### src/rtl/song_play_ctrl.sv
// Song playback scheduler: shares one tone generator between free-play keys and ROM songs.
// Latency: start -> first note on note_out 3 cycles; key_note -> note_out 1 cycle; all outputs registered.
// Backpressure: none; start is ignored while busy, stop aborts to IDLE, pause freezes PLAY/GAP.
// Optional feature macro: PLAY_LOOP_EN (loop the song forever instead of ending in DONE).
// Note: rst_n is an active-HIGH synchronous reset despite its name.
module song_play_ctrl #(
    parameter int BEAT_CYC = 25_000_000,
    parameter int GAP_CYC  = 2_500_000,
    parameter int ADDR_W   = 6
) (
    input  logic              clk,
    input  logic              rst_n,
    input  logic [2:0]        key_note,
    input  logic [1:0]        song_sel,
    input  logic              start,
    input  logic              stop,
    input  logic              pause,
    output logic [ADDR_W+1:0] rom_addr,
    input  logic [4:0]        rom_data,
    output logic [4:0]        note_out,
    output logic              busy,
    output logic              done,
    output logic [ADDR_W-1:0] note_idx
);

    localparam int CNT_MAX = (BEAT_CYC > GAP_CYC) ? BEAT_CYC : GAP_CYC;
    localparam int CNT_W   = $clog2(CNT_MAX) + 1;
    localparam logic [CNT_W-1:0] BEAT_LD  = CNT_W'(BEAT_CYC - 1);
    localparam logic [CNT_W-1:0] GAP_LD   = CNT_W'(GAP_CYC - 1);
    localparam logic [4:0]       CODE_END = 5'd31;

    typedef enum logic [2:0] {
        S_IDLE,
        S_FETCH,
        S_LATCH,
        S_PLAY,
        S_GAP,
        S_PAUSED,
        S_DONE
    } state_t;

    state_t              r_state, w_state_nxt;
    state_t              r_saved, w_saved_nxt;
    logic [CNT_W-1:0]    r_cnt, w_cnt_nxt;
    logic [ADDR_W-1:0]   r_idx, w_idx_nxt;
    logic [1:0]          r_song, w_song_nxt;
    logic [4:0]          r_note, w_note_nxt;
    logic [4:0]          r_note_out, w_note_out_nxt;
    logic                r_busy;
    logic                r_done, w_done_nxt;
    logic [ADDR_W+1:0]   r_rom_addr, w_rom_addr_nxt;
    logic                w_end;
    logic                w_last_idx;
    logic [CNT_W-1:0]    w_cnt_hold;

    // Only the seven solfege codes sound; rests and unknown codes are silence.
    function automatic logic [4:0] decode(input logic [4:0] code);
        return (code >= 5'd8 && code <= 5'd14) ? code : 5'd0;
    endfunction

    assign w_last_idx = (r_idx == {ADDR_W{1'b1}});
    // The cycle on which pause is sampled still counts toward the beat/gap.
    assign w_cnt_hold = (r_cnt == '0) ? r_cnt : r_cnt - CNT_W'(1);

    // Next-state and next-output computation; outputs are registered from these values.
    always_comb begin
        w_state_nxt    = r_state;
        w_saved_nxt    = r_saved;
        w_cnt_nxt      = r_cnt;
        w_idx_nxt      = r_idx;
        w_song_nxt     = r_song;
        w_note_nxt     = r_note;
        w_note_out_nxt = 5'd0;
        w_done_nxt     = 1'b0;
        w_end          = 1'b0;

        case (r_state)
            S_IDLE: begin
                w_note_out_nxt = (key_note == 3'd0) ? 5'd0 : {2'b00, key_note} + 5'd7;
                if (start && !stop) begin
                    w_state_nxt    = S_FETCH;
                    w_song_nxt     = song_sel;
                    w_idx_nxt      = '0;
                    w_note_out_nxt = 5'd0;
                end
            end
            S_FETCH: begin
                w_state_nxt = S_LATCH;
            end
            S_LATCH: begin
                if (rom_data == CODE_END) begin
                    w_end = 1'b1;
                end else begin
                    w_note_nxt     = decode(rom_data);
                    w_note_out_nxt = decode(rom_data);
                    w_state_nxt    = S_PLAY;
                    w_cnt_nxt      = BEAT_LD;
                end
            end
            S_PLAY: begin
                w_note_out_nxt = r_note;
                if (pause) begin
                    w_state_nxt    = S_PAUSED;
                    w_saved_nxt    = S_PLAY;
                    w_cnt_nxt      = w_cnt_hold;
                    w_note_out_nxt = 5'd0;
                end else if (r_cnt == '0) begin
                    w_state_nxt    = S_GAP;
                    w_cnt_nxt      = GAP_LD;
                    w_note_out_nxt = 5'd0;
                end else begin
                    w_cnt_nxt = r_cnt - CNT_W'(1);
                end
            end
            S_GAP: begin
                if (pause) begin
                    w_state_nxt = S_PAUSED;
                    w_saved_nxt = S_GAP;
                    w_cnt_nxt   = w_cnt_hold;
                end else if (r_cnt == '0) begin
                    // Last slot finished: behave as if the end marker was read.
                    if (w_last_idx) begin
                        w_end = 1'b1;
                    end else begin
                        w_state_nxt = S_FETCH;
                        w_idx_nxt   = r_idx + ADDR_W'(1);
                    end
                end else begin
                    w_cnt_nxt = r_cnt - CNT_W'(1);
                end
            end
            S_PAUSED: begin
                if (pause) begin
                    w_state_nxt    = r_saved;
                    w_note_out_nxt = (r_saved == S_PLAY) ? r_note : 5'd0;
                end
            end
            S_DONE: begin
                w_state_nxt = S_IDLE;
            end
            default: begin
                w_state_nxt = S_IDLE;
            end
        endcase

        if (w_end) begin
`ifdef PLAY_LOOP_EN
            w_state_nxt = S_FETCH;
            w_idx_nxt   = '0;
`else
            w_state_nxt = S_DONE;
`endif
            w_done_nxt  = 1'b1;
        end

        if (stop && r_state != S_IDLE) begin
            w_state_nxt    = S_IDLE;
            w_note_out_nxt = 5'd0;
            w_done_nxt     = 1'b0;
        end

        w_rom_addr_nxt = (w_state_nxt == S_IDLE) ? {song_sel, {ADDR_W{1'b0}}}
                                                 : {w_song_nxt, w_idx_nxt};
    end

    // State and registered outputs with synchronous active-high reset.
    always_ff @(posedge clk) begin
        if (rst_n) begin
            r_state    <= S_IDLE;
            r_saved    <= S_PLAY;
            r_cnt      <= '0;
            r_idx      <= '0;
            r_song     <= 2'd0;
            r_note     <= 5'd0;
            r_note_out <= 5'd0;
            r_busy     <= 1'b0;
            r_done     <= 1'b0;
            r_rom_addr <= '0;
        end else begin
            r_state    <= w_state_nxt;
            r_saved    <= w_saved_nxt;
            r_cnt      <= w_cnt_nxt;
            r_idx      <= w_idx_nxt;
            r_song     <= w_song_nxt;
            r_note     <= w_note_nxt;
            r_note_out <= w_note_out_nxt;
            r_busy     <= (w_state_nxt != S_IDLE);
            r_done     <= w_done_nxt;
            r_rom_addr <= w_rom_addr_nxt;
        end
    end

    assign rom_addr = r_rom_addr;
    assign note_out = r_note_out;
    assign busy     = r_busy;
    assign done     = r_done;
    assign note_idx = r_idx;

endmodule

### config.mk
export PLATFORM = sky130hd
export DESIGN_NAME = song_play_ctrl
export DESIGN_NICKNAME = d
export VERILOG_FILES = /design/src/rtl/song_play_ctrl.sv
export SDC_FILE = /design/constraint.sdc
export NUM_CORES = 1
export LEC_CHECK = 0
export ABC_CLOCK_PERIOD_IN_PS = 3100
export CAP_MARGIN = 40
export CORE_UTILIZATION = 49
export CTS_CLUSTER_SIZE = 30
export DETAILED_ROUTE_END_ITERATION = 16
export GPL_TIMING_DRIVEN = 0
export PLACE_DENSITY_LB_ADDON = 0.25
export SYNTH_ARGS = -nofsm -noshare
export SYNTH_HDL_FRONTEND = slang
export SYNTH_SLANG_ARGS = --single-unit
export TNS_END_PERCENT = 10
### constraint.sdc
create_clock -name clk -period 3.1 [get_ports clk]
set_clock_uncertainty 0.05 [all_clocks]
set_input_delay 0.465 -clock clk [delete_from_list [all_inputs] [get_ports clk]]
set_output_delay 0.465 -clock clk [all_outputs]
set_load 0.05 [all_outputs]
---- Word-level counts from Yosys, hierarchy flattened ----
Index checks and enable logic that the tools add are counted.
word-level totals
  register bits ........................... 60
operators by class
  equality and inequality tests ........... 11
  add/subtract/negate cells ............... 3
  reduce and logical (&&, ||, !) cells .... 17
  $lt $le $gt $ge ......................... 2
  multiplexer cells ....................... 42
  bitwise logic cells ..................... 1
operators with widths
  cell                                                                    number
  26-bit two-way mux                                                      4
  26-bit case mux with 3 select lines                                     1
  3-bit two-way mux                                                       12
  5-bit two-way mux                                                       6
  26-bit zero test                                                        1
  26-bit by 1-bit subtractor with 26-bit output (second input constant)   1
  6-bit two-way mux                                                       4
  5-bit case mux with 4 select lines                                      1
  3-bit case mux with 6 select lines                                      1
  6-bit case mux with 2 select lines                                      1
  3-bit by 2-bit == test with 1-bit output (second input constant)        3
  3-bit zero test                                                         3
  3-bit nonzero test                                                      3
  4-bit two-way mux                                                       2
  8-bit two-way mux                                                       1
  6-bit by 1-bit adder with 6-bit output (second input constant)          1
  3-bit == test (second input constant)                                   2
  6-bit == test (second input constant)                                   1
  2-bit != test (second input constant)                                   3
  3-bit case mux with 2 select lines                                      1
  5-bit == test (second input constant)                                   1
  5-bit by 4-bit >= comparator with 1-bit output (second input constant)  1
  5-bit by 4-bit <= comparator with 1-bit output (second input constant)  1
  1-bit two-way mux                                                       5
  11 further kinds                                                        16

---- Longest topological paths before layout ----
Gate-level depths: netlist of the first run.
  depth in word-level cells ............... 9
  depth in mapped cells ................... 11

---- Least setup slack after synthesis of the first run ----
Ideal clock, no wire load.
  kind .................................... register to register
  from .................................... reg r_cnt[20]
  to ...................................... reg r_rom_addr[6] (netlist: rom_addr[6])
  path slack .............................. 0.722 ns
  period minus slack after synthesis ...... 2.378 ns
  arrival ................................. 2.257 ns
  library setup time ...................... 0.072 ns
  cell stages (with the launch flop) ...... 9
  data required time ...................... 2.978 ns
  buffers on the path ..................... 1
  cells stage by stage .................... dfxtp_1 > or4_4 > nor2_4 > and4b_1 > buf_4 > nor3_1 > or3_4 > o31ai_4 > mux2i_1
on the way
  word-level cells in the longest chain between the ends .. 8
  elaborated cells on any way between the ends .. 13
RTL lines
  item                                                                                      RTL line  RTL
  from (decl)                                                                               44        logic [CNT_W-1:0] r_cnt, w_cnt_nxt;
  from (signal assigned)                                                                    182       r_cnt <= w_cnt_nxt;
  26-bit zero test (*)                                                                      107, 120
  3-bit two-way mux, or another cell as far along                                           120       end else if (r_cnt == '0) begin
  3-bit two-way mux, or another cell as far along                                           116       if (pause) begin
  3-bit case mux with 6 select lines or 1-bit case mux with 2 select lines (tied branches)  77        case (r_state)
  3-bit two-way mux (*)                                                                     146       if (w_end) begin
  3-bit two-way mux (*)                                                                     156       if (stop && r_state != S_IDLE) begin
  3-bit zero test (*)                                                                       162       w_rom_addr_nxt = (w_state_nxt == S_IDLE) ? {song_sel, {ADDR_W{1'b0}}}
  8-bit two-way mux (*)                                                                     162
  to (signal assigned)                                                                      189       r_rom_addr <= w_rom_addr_nxt;
  to (decl)                                                                                 51        logic [ADDR_W+1:0] r_rom_addr, w_rom_addr_nxt;
Every way passes the cells marked *; elsewhere a longest branch is shown, timed or not.
A chain may end at the register's enable or synchronous reset.

---- Worst setup path after layout of the first run ----
  from .................................... in rom_data[1]
  to ...................................... reg r_cnt[20]
on the way
  word-level cells in the longest chain between the ends .. 3
RTL lines
  item                           RTL line  RTL
  from (decl)                    19        input logic [4:0] rom_data,
  5-bit == test                  91        if (rom_data == CODE_END) begin
  2-bit != test (no line)        n/a
  2-bit AND reduction (no line)  n/a
Every way passes these cells.

==> run metrics, run 1 <==
Power Total ~2.1 mW; total CTS buffers 9; RSZ-0062 raised after global routing false; post-synthesis mux area share 1.61%; Final Cell Area 3830 um^2; vias in the first global route around 2800; area grow syn2layout 20.1%; final WL 8.49 mm; Compound-Gate Fraction of Synth Area about a fifth; grt ovf 0; Synth Area in XOR/XNOR 2.75%; leakage power 1.41 nW; WL/cell around 16 um; Worst Path Max Fanout 10; WHS around 0.38 ns; fmax ~340 MHz; routability cong. between 0.8 and 0.9; Worst Setup SP rom_data[1]; worst hold path class flop to flop; power density over the cells roughly 550 nW/um^2; Post-CTS Hold Buffers 0; endpoints failing setup 0; Seq. cell area roughly 1200 um^2; H-tree depth 3; Mapped Area 3190 um^2; Setup Crit Path Kind primary input to flop; peak supply drop around 0.38 mV; yosys warns 0; startpoint types primary input; CP Capture Type flop; Die Span Y around 83 um; post-synth cell types 55; CP arrival ~3.1 ns; EDFF count, synth 0; nets 462; largest net degree at the start of global routing 11; first-pass GRT wire length between 10 and 15 mm; Starting DRT DRC Count approximately 310; Yosys reg bits 59; Final ANT Viol Nets 0; fin worst setup slack about 0.16 ns; area of placed instances ~3600 um^2; HPWL after detailed placement 6.07 mm; share of cells above drive strength 1 under 10%; worst-margin pin slew approximately 0.74 ns; Simple-Gate Fraction of Synth Area 32.4%; die area approximately 6800 um^2; min Tclk post-route between 2 and 3 ns; CTS Sinks 59; GRT Util Overall a little over a quarter; Synth Area in Adders 2.35%; Avg Cell Area, Syn roughly 8.1 um^2; core area 6310 um^2; Port Buffers 35; crit path to r_cnt[20]; setup tns final 0 ns; Slew Viols, Final 0; clock latency on the worst-skew pair approximately 0.35 ns; Worst EP required 3.26 ns; Final Instance Count excl. Fillers ~520; fin crit share a little over nine tenths; Rows 29; Residual DRC 0; starting density of the core between 50% and 60%; initial antenna violation count 0; sequential fraction of the synthesis area a little under two fifths; footprint of the multi-input gates ~1900 um^2; fill count 579; post-place setup slack -0.291 ns; reg-to-reg startpoint r_cnt[20]; slew margin rel. approximately half; ANT cells 0; Gate Count Post-Synth between 300 and 400; I/O pin count 36; outcome complete, no violations; Die W 82.7 um; placed cells approximately 510; vias 3130; Final Hold Vio Count 0; Primary FF master, synth dfxtp_1; Vias/cell 5.98; R2R Path End r_cnt[14]; root buffer cell clkbuf_8; max capacitance violation total 0; Net Count, Synth between 400 and 500; main combinational cell family by area after synthesis simple AND/OR/NAND/NOR gates; Clock Pin Slew Worst Setup and Hold Paths around 0.070 ns; fraction of registers with async set/reset 0%; FF-to-FF path depth 8; TritonCTS clock tree built; fin util between 60% and 70%; first drt pass iteration count 7; clk buf depth 2; r2r setup slk roughly 0.24 ns
[sequential cells by signal, indices dropped and copies added (netlist names)]
signal    count
r_state       3
note_idx      6
r_saved       2
note_out      5
busy          1
r_note        5
r_cnt        26
done          1
rom_addr      8
r_song        2
[cell families (layout without fill, tap and decap cells)]
group	after synthesis	count (layout)
multiplexers	5	5
flip-flops	59	59
AO/OA/AOI/OAI	101	101
AND/OR/NAND/NOR	186	186
buffers and inverters	28	79
XOR/XNOR	10	10
adder cells (fa/ha/maj)	6	6
[cells in the final DEF, fill, tap and decap left out, drive strengths merged, types with 8 or more instances in the layout]
cell type,netlist,routed
dfxtp,59,59
nor2,50,50
a21oi,36,36
clkdlybuf4s50,0,35
clkbuf,18,29
nand2,23,23
o21ai,21,21
nor3,20,20
nand3,13,13
nor2b,13,13
and3,10,10
nand2b,9,9
a31oi,9,9
a211oi,9,9
inv,8,8
nor4,8,8
or3,8,8
[synthesized netlist by cell type (2+ instances only)]
cell | instances | area (um^2)
dfxtp_1 | 59 | 1180
nor2_1 | 49 | 184
a21oi_1 | 36 | 180
nand2_1 | 23 | 86.3
o21ai_0 | 20 | 100
nor3_1 | 19 | 95.1
clkbuf_1 | 18 | 67.6
nand3_1 | 13 | 65.1
nor2b_1 | 13 | 81.3
and3_1 | 10 | 62.6
a211oi_1 | 9 | 67.6
a31oi_1 | 9 | 56.3
nand2b_1 | 9 | 56.3
inv_1 | 8 | 30.0
nor4_1 | 7 | 43.8
or3_1 | 7 | 43.8
ha_1 | 6 | 75.1
nand4_1 | 6 | 37.5
xor2_1 | 6 | 52.6
a221oi_1 | 5 | 43.8
a22oi_1 | 5 | 37.5
nand3b_1 | 5 | 37.5
mux2i_1 | 4 | 40.0
or4_1 | 4 | 30.0
xnor2_1 | 4 | 35.0
and4b_1 | 3 | 30.0
nor3b_1 | 3 | 22.5
o31ai_1 | 3 | 22.5
nand4b_1 | 2 | 17.5
o21bai_1 | 2 | 15.0
o22ai_1 | 2 | 12.5
or2_2 | 2 | 12.5
or3b_2 | 2 | 17.5
[routing by layer]
| layer | vias up | routed length, um | GRT usage (%) |
|---|---|---|---|
| met5 | - | 0 | 0 |
| li1 | 1542 | - | - |
| met2 | 127 | 3760 | 40.2 |
| met4 | 0 | 200 | 11.6 |
| met3 | 26 | 760 | 8.68 |
| met1 | 1435 | 3770 | 34.8 |
[worst min path at each step]
stage	start	to	depth (start not counted)
2_1_floorplan	r_note[4]	r_note[4]	2
3_3_place_gp	r_note[4]	r_note[4]	2
3_5_place_dp	r_note[4]	r_note[4]	2
4_1_cts	r_note[4]	r_note[4]	2
5_1_grt	r_note[4]	r_note[4]	2
6_report	r_note[4]	r_note[4]	2
[worst max-delay path, cell delays in order]
cell,delay (ns)
clkdlybuf4s50_1,0.47
and3_1,0.19
clkbuf_1,0.14
and4b_1,0.25
o21ai_1,0.37
clkbuf_1,0.42
o21ai_0,0.32
a221oi_1,0.41
nor2_1,0.07
[timing repair]
item,CTS,global route
buffers inserted,0,0
setup endpoints to repair,0,4
gates resized for setup,0,1
[layout make-up]
cell class | instances | area share (%)
Clock buffer | 11 | 3.69
Multi-Input combinational cell | 308 | 49.6
Clock inverter | 5 | 1.37
Inverter | 8 | 0.784
Sequential cell | 59 | 30.8
Timing Repair Buffer | 35 | 9.15
Buffer | 20 | 2.09
Tap cell | 77 | 2.52
[power by group]
part	total [mW]	switching, mW	internal, mW
clock	0.700	0.311	0.389
sequential	0.813	0.0266	0.786
combinational	0.581	0.374	0.207
total	2.09	0.712	1.38
(Power assumes the default switching activity.)
==> run 2, diff against run 1 <==
--- a/config.mk
+++ b/config.mk
@@ -11,7 +11,7 @@
 export CTS_CLUSTER_SIZE = 30
 export DETAILED_ROUTE_END_ITERATION = 16
 export GPL_TIMING_DRIVEN = 0
-export PLACE_DENSITY_LB_ADDON = 0.25
+export PLACE_DENSITY = 0.71
 export SYNTH_ARGS = -nofsm -noshare
 export SYNTH_HDL_FRONTEND = slang
 export SYNTH_SLANG_ARGS = --single-unit
==> run metrics, run 2 (synthesized netlist as in run 1, its figures left out) <==
starting density of the core 50.5%; I/O pin count 36; Starting DRT DRC Count 300; first drt pass iteration count 5; max capacitance violation total 0; Post-CTS Hold Buffers 0; nets roughly 460; peak supply drop 0.330 mV; cells along the critical path nor4_4 > and2_1 > nand4b_1 > nor3_1 > a21oi_1 > o21ai_0 > a211oi_1; largest stage delay on the critical path around 0.66 ns; leakage power roughly 1.4 nW; commonest cells after routing, fill and taps aside 59 x dfxtp_1, 49 x nor2_1, 36 x a21oi_1; H-tree depth 3; vias in the first global route 2884; die area slightly below 7000 um^2; post-place setup slack -0.283 ns; slew margin rel. roughly two fifths; first-pass GRT wire length between 10 and 15 mm; Residual DRC 0; TritonCTS clock tree built; R2R Path End rom_addr[2]; FF-to-FF path depth 7; outcome complete, no violations; fin util slightly above 60%; WHS about 0.38 ns; endpoints failing setup 0; fin worst setup slack between 0.2 and 0.25 ns; hold wc startpoint r_note[4]; Worst Setup SP r_cnt[2]; vias around 3200; Final Instance Count excl. Fillers around 520; WL/cell 16.7 um; min Tclk post-route about 2.9 ns; power density over the cells 559 nW/um^2; footprint of the multi-input gates between 1500 and 2000 um^2; root buffer cell clkbuf_8; initial antenna violation count 0; largest net degree at the start of global routing 11; CTS Sinks 59; crit path to rom_addr[2]; share of cells above drive strength 1 between 7 and 8%; number of flip-flops in the largest register 26; clock latency on the worst-skew pair 0.35 ns; grt ovf 0; HPWL after detailed placement 6.16 mm; Slowest-stage cell, CP nor3_1; clk buf depth 2; setup tns final 0 ns; Power Total around 2.2 mW; Die W 82.7 um; Port Buffers 35; Worst Path Max Fanout 9; ANT cells 0; area of placed instances roughly 3600 um^2; worst hold path class flop to flop; Setup Crit Path Kind flop to flop; GRT Util Overall about 28%; final WL roughly 9 mm; RSZ-0062 raised after global routing false; placed cells a little over 500; Slew Viols, Final 0; Seq. cell area about 1200 um^2; most common cell after layout, fill and taps aside dfxtp_1; fin crit share between 90% and 100%; Final Hold Vio Count 0; Worst EP required 3.25 ns; register name with the most flops r_cnt; r2r setup slk approximately 0.24 ns; total CTS buffers 9; routability cong. just over 0.9; fill count 573; Rows 29; Final Cell Area ~3900 um^2; area grow syn2layout 20.9%; Vias/cell 6.11; fmax around 350 MHz; CP arrival between 3 and 4 ns; Clock Pin Slew Worst Setup and Hold Paths roughly 0.070 ns; startpoint types flop; CP Capture Type flop; worst-margin pin slew slightly below 0.9 ns; core area roughly 6300 um^2; reg-to-reg startpoint r_cnt[2]; Die Span Y roughly 83 um; Final ANT Viol Nets 0
## run 2: report_power, final
part,total (mW),internal (mW),switching (mW)
Clock,0.751,0.434,0.317
Combinational,0.590,0.208,0.382
Sequential,0.812,0.786,0.0260
Total,2.15,1.43,0.725
## run 2: how the worst min path moves through the flow
stage                 to  cells past startpoint
6_report       r_note[4]                      2
3_3_place_gp   r_note[4]                      2
3_5_place_dp   r_note[4]                      2
5_1_grt        r_note[4]                      2
4_1_cts        r_note[4]                      2
2_1_floorplan  r_note[4]                      2
## run 2: metal layers
| layer | track usage (%) | up-vias | wire (um) |
|---|---|---|---|
| li1 | - | 1547 | - |
| met4 | 12.4 | 0 | 257 |
| met3 | 6.70 | 29 | 698 |
| met2 | 43.5 | 153 | 3910 |
| met5 | 0 | - | 0 |
| met1 | 35.2 | 1469 | 3880 |
## run 2: cell type report
class	instances	area share, %
flip-flops and latches	59	30.6
inverters	8	0.779
multi-input cells	308	49.4
repair buffers	35	9.09
well taps	77	2.50
plain buffers	20	2.11
clock inverters	4	1.23
clock buffers	12	4.28
## run 2: worst max-delay path: cells and delay by family, from the launching register on
family           cells  cell delay [ns]
AND/OR/NAND/NOR      4             1.80
AO/OA/AOI/OAI        3             0.51
flip-flops           1             0.35
## run 2: repair_timing
action                     4_1_cts  5_1_grt
setup endpoints to repair        0        7
setup buffers                    0        0
gates resized for setup          0        4
==> run 3, diff against run 2 <==
--- a/config.mk
+++ b/config.mk
@@ -8,6 +8,7 @@
 export ABC_CLOCK_PERIOD_IN_PS = 3100
 export CAP_MARGIN = 40
 export CORE_UTILIZATION = 49
+export CTS_BUF_LIST = sky130_fd_sc_hd__clkbuf_16
 export CTS_CLUSTER_SIZE = 30
 export DETAILED_ROUTE_END_ITERATION = 16
 export GPL_TIMING_DRIVEN = 0
==> run metrics, run 3 (synthesized netlist as in run 1, its figures left out) <==
hold wc startpoint r_note[4]; Final ANT Viol Nets 0; CTS Sinks between 50 and 60; grt ovf 0; FF-to-FF path depth 7; vias in the first global route just under 3000; starting density of the core 50.5%; nets between 400 and 500; WL/cell about 17 um; GRT Util Overall 28.0%; leakage power 1.45 nW; commonest cells after routing, fill and taps aside 59 x dfxtp_1, 49 x nor2_1, 36 x a21oi_1; clk buf depth 2; die area approximately 7000 um^2; Switch Pwr 760 uW; Starting DRT DRC Count 307; max capacitance violation total 0; outcome complete, no violations; peak supply drop just under 0.4 mV; area grow syn2layout 23.1%; Die Span Y slightly above 80 um; Final Hold Vio Count 0; endpoints failing setup 0; Setup Fix Bufs, Post-CTS 0; fin crit share a little over nine tenths; Vias/cell 6.11; fin util 62.2%; Slew Viols, Final 0; H-tree depth 3; register share of total power around 34%; share of cells above drive strength 1 between 6 and 7%; routability cong. about 0.93; Comb power frac between 20% and 30%; CP Capture Type flop; Clock Pin Slew Worst Setup and Hold Paths 0.05 ns; most common cell after layout, fill and taps aside dfxtp_1; internal power 1.60 mW; startpoint types flop; min Tclk post-route a little under 3 ns; worst hold path class flop to flop; ANT cells 0; Setup Crit Path Kind flop to flop; RSZ-0062 raised after global routing false; R2R Path End rom_addr[2]; reg-to-reg startpoint r_cnt[2]; delay-heaviest family, CP simple AND/OR/NAND/NOR gates; Net Sw Frac around 32%; TritonCTS clock tree built; final WL around 8.9 mm; root buffer cell clkbuf_16; Slowest-stage cell, CP nor3_1; number of flip-flops in the largest register 26; power density over the cells roughly 600 nW/um^2; CP Depth 7; total CTS buffers 9; slew margin rel. between 40% and 50%; clock latency on the worst-skew pair about 0.33 ns; register name with the most flops r_cnt; Residual DRC 0; Worst Path Max Fanout 9; Power Total about 2.4 mW; core area between 6000 and 7000 um^2; initial antenna violation count 0; Die W about 83 um; cells along the critical path nor4_4 > and2_1 > nand4b_1 > nor3_1 > a21oi_1 > o21ai_0 > a211oi_1; Port Buffers 35; crit path to rom_addr[2]; clock share of power 40.5%; first-pass GRT wire length around 14 mm; fmax ~340 MHz; CP arrival 3.08 ns; first drt pass iteration count 7; Buf+Inv Stages, Crit Path 0; Rows 29; r2r setup slk about 0.16 ns; I/O pin count 36; HPWL after detailed placement around 6 mm; Worst Setup SP r_cnt[2]; Worst EP required 3.23 ns; worst-margin pin slew 0.878 ns; largest net degree at the start of global routing 11; largest stage delay on the critical path 0.67 ns; vias around 3200
run 3: changes by cell type in the layout (fill, tap and decap cells not counted):
cell | before | now
clkinv_1 | 0 | 3
clkbuf_8 | 12 | 0
clkbuf_16 | 0 | 9
run 3: worst min-delay path by stage:
stage	end	slack, ns	cells past startpoint
after CTS	r_note[4]	0.38	2
after global routing	r_note[4]	0.40	2
after detailed placement	r_note[4]	0.37	2
after global placement	r_note[4]	0.36	2
final	r_note[4]	0.38	2
after floorplan	r_note[4]	0.35	2
run 3: power groups by stage:
stage	sequential, mW	clock, mW	combinational [mW]
after CTS	0.813	0.966	0.578
after floorplan	0.847	0	0.390
final	0.814	0.957	0.594
after global routing	0.817	1.01	0.644
after detailed placement	0.828	0	0.574
after global placement	0.827	0	0.569
run 3: final cells by class:
type	instances	area [um^2]
fillers	570	2390
well taps	77	96.3
flip-flops and latches	59	1180
repair buffers	35	350
inverters	8	30.0
multi-input cells	308	1900
plain buffers	20	81.3
clock buffers	9	225
clock inverters	7	58.8
run 3: tightest hold or removal path, delay by kind of cell, from the launching register on:
family,cells,cell delay [ns]
buffers and inverters,1,0.05
DFF,1,0.30
and+or+nand+nor,1,0.04
run 3: metrics by stage:
| stage | setup slack, ns | cell area [um^2] | setup TNS, ns | instances | hold slack, ns |
|---|---|---|---|---|---|
| floorplan | 0.722 | 3190 | 0 | 395 | 0.354 |
| global placement | -0.374 | 3640 | -1.25 | 507 | 0.365 |
| detailed placement | -0.283 | 3640 | -0.881 | 507 | 0.371 |
| CTS | 0.0316 | 3920 | 0 | 523 | 0.379 |
| global route | 0.0353 | 3930 | 0 | 523 | 0.399 |
| finish | 0.159 | 3930 | 0 | 523 | 0.377 |
run 3: per-layer routing:
metal | share of wire [%] | global-route usage [%] | vias to the layer above
li1 | - | - | 1548
met1 | 45 | 34.9 | 1497
met2 | 45 | 45.0 | 118
met3 | 6.8 | 8.13 | 31
met4 | 2.6 | 11.2 | 0
met5 | 0 | 0 | -
run 3: what timing repair did:
action                                  in CTS  in global routing
endpoints found under the setup margin       0                  7
hold endpoints to repair                     0                  0
hold buffers                                 0                  0
resized for setup                            0                  4
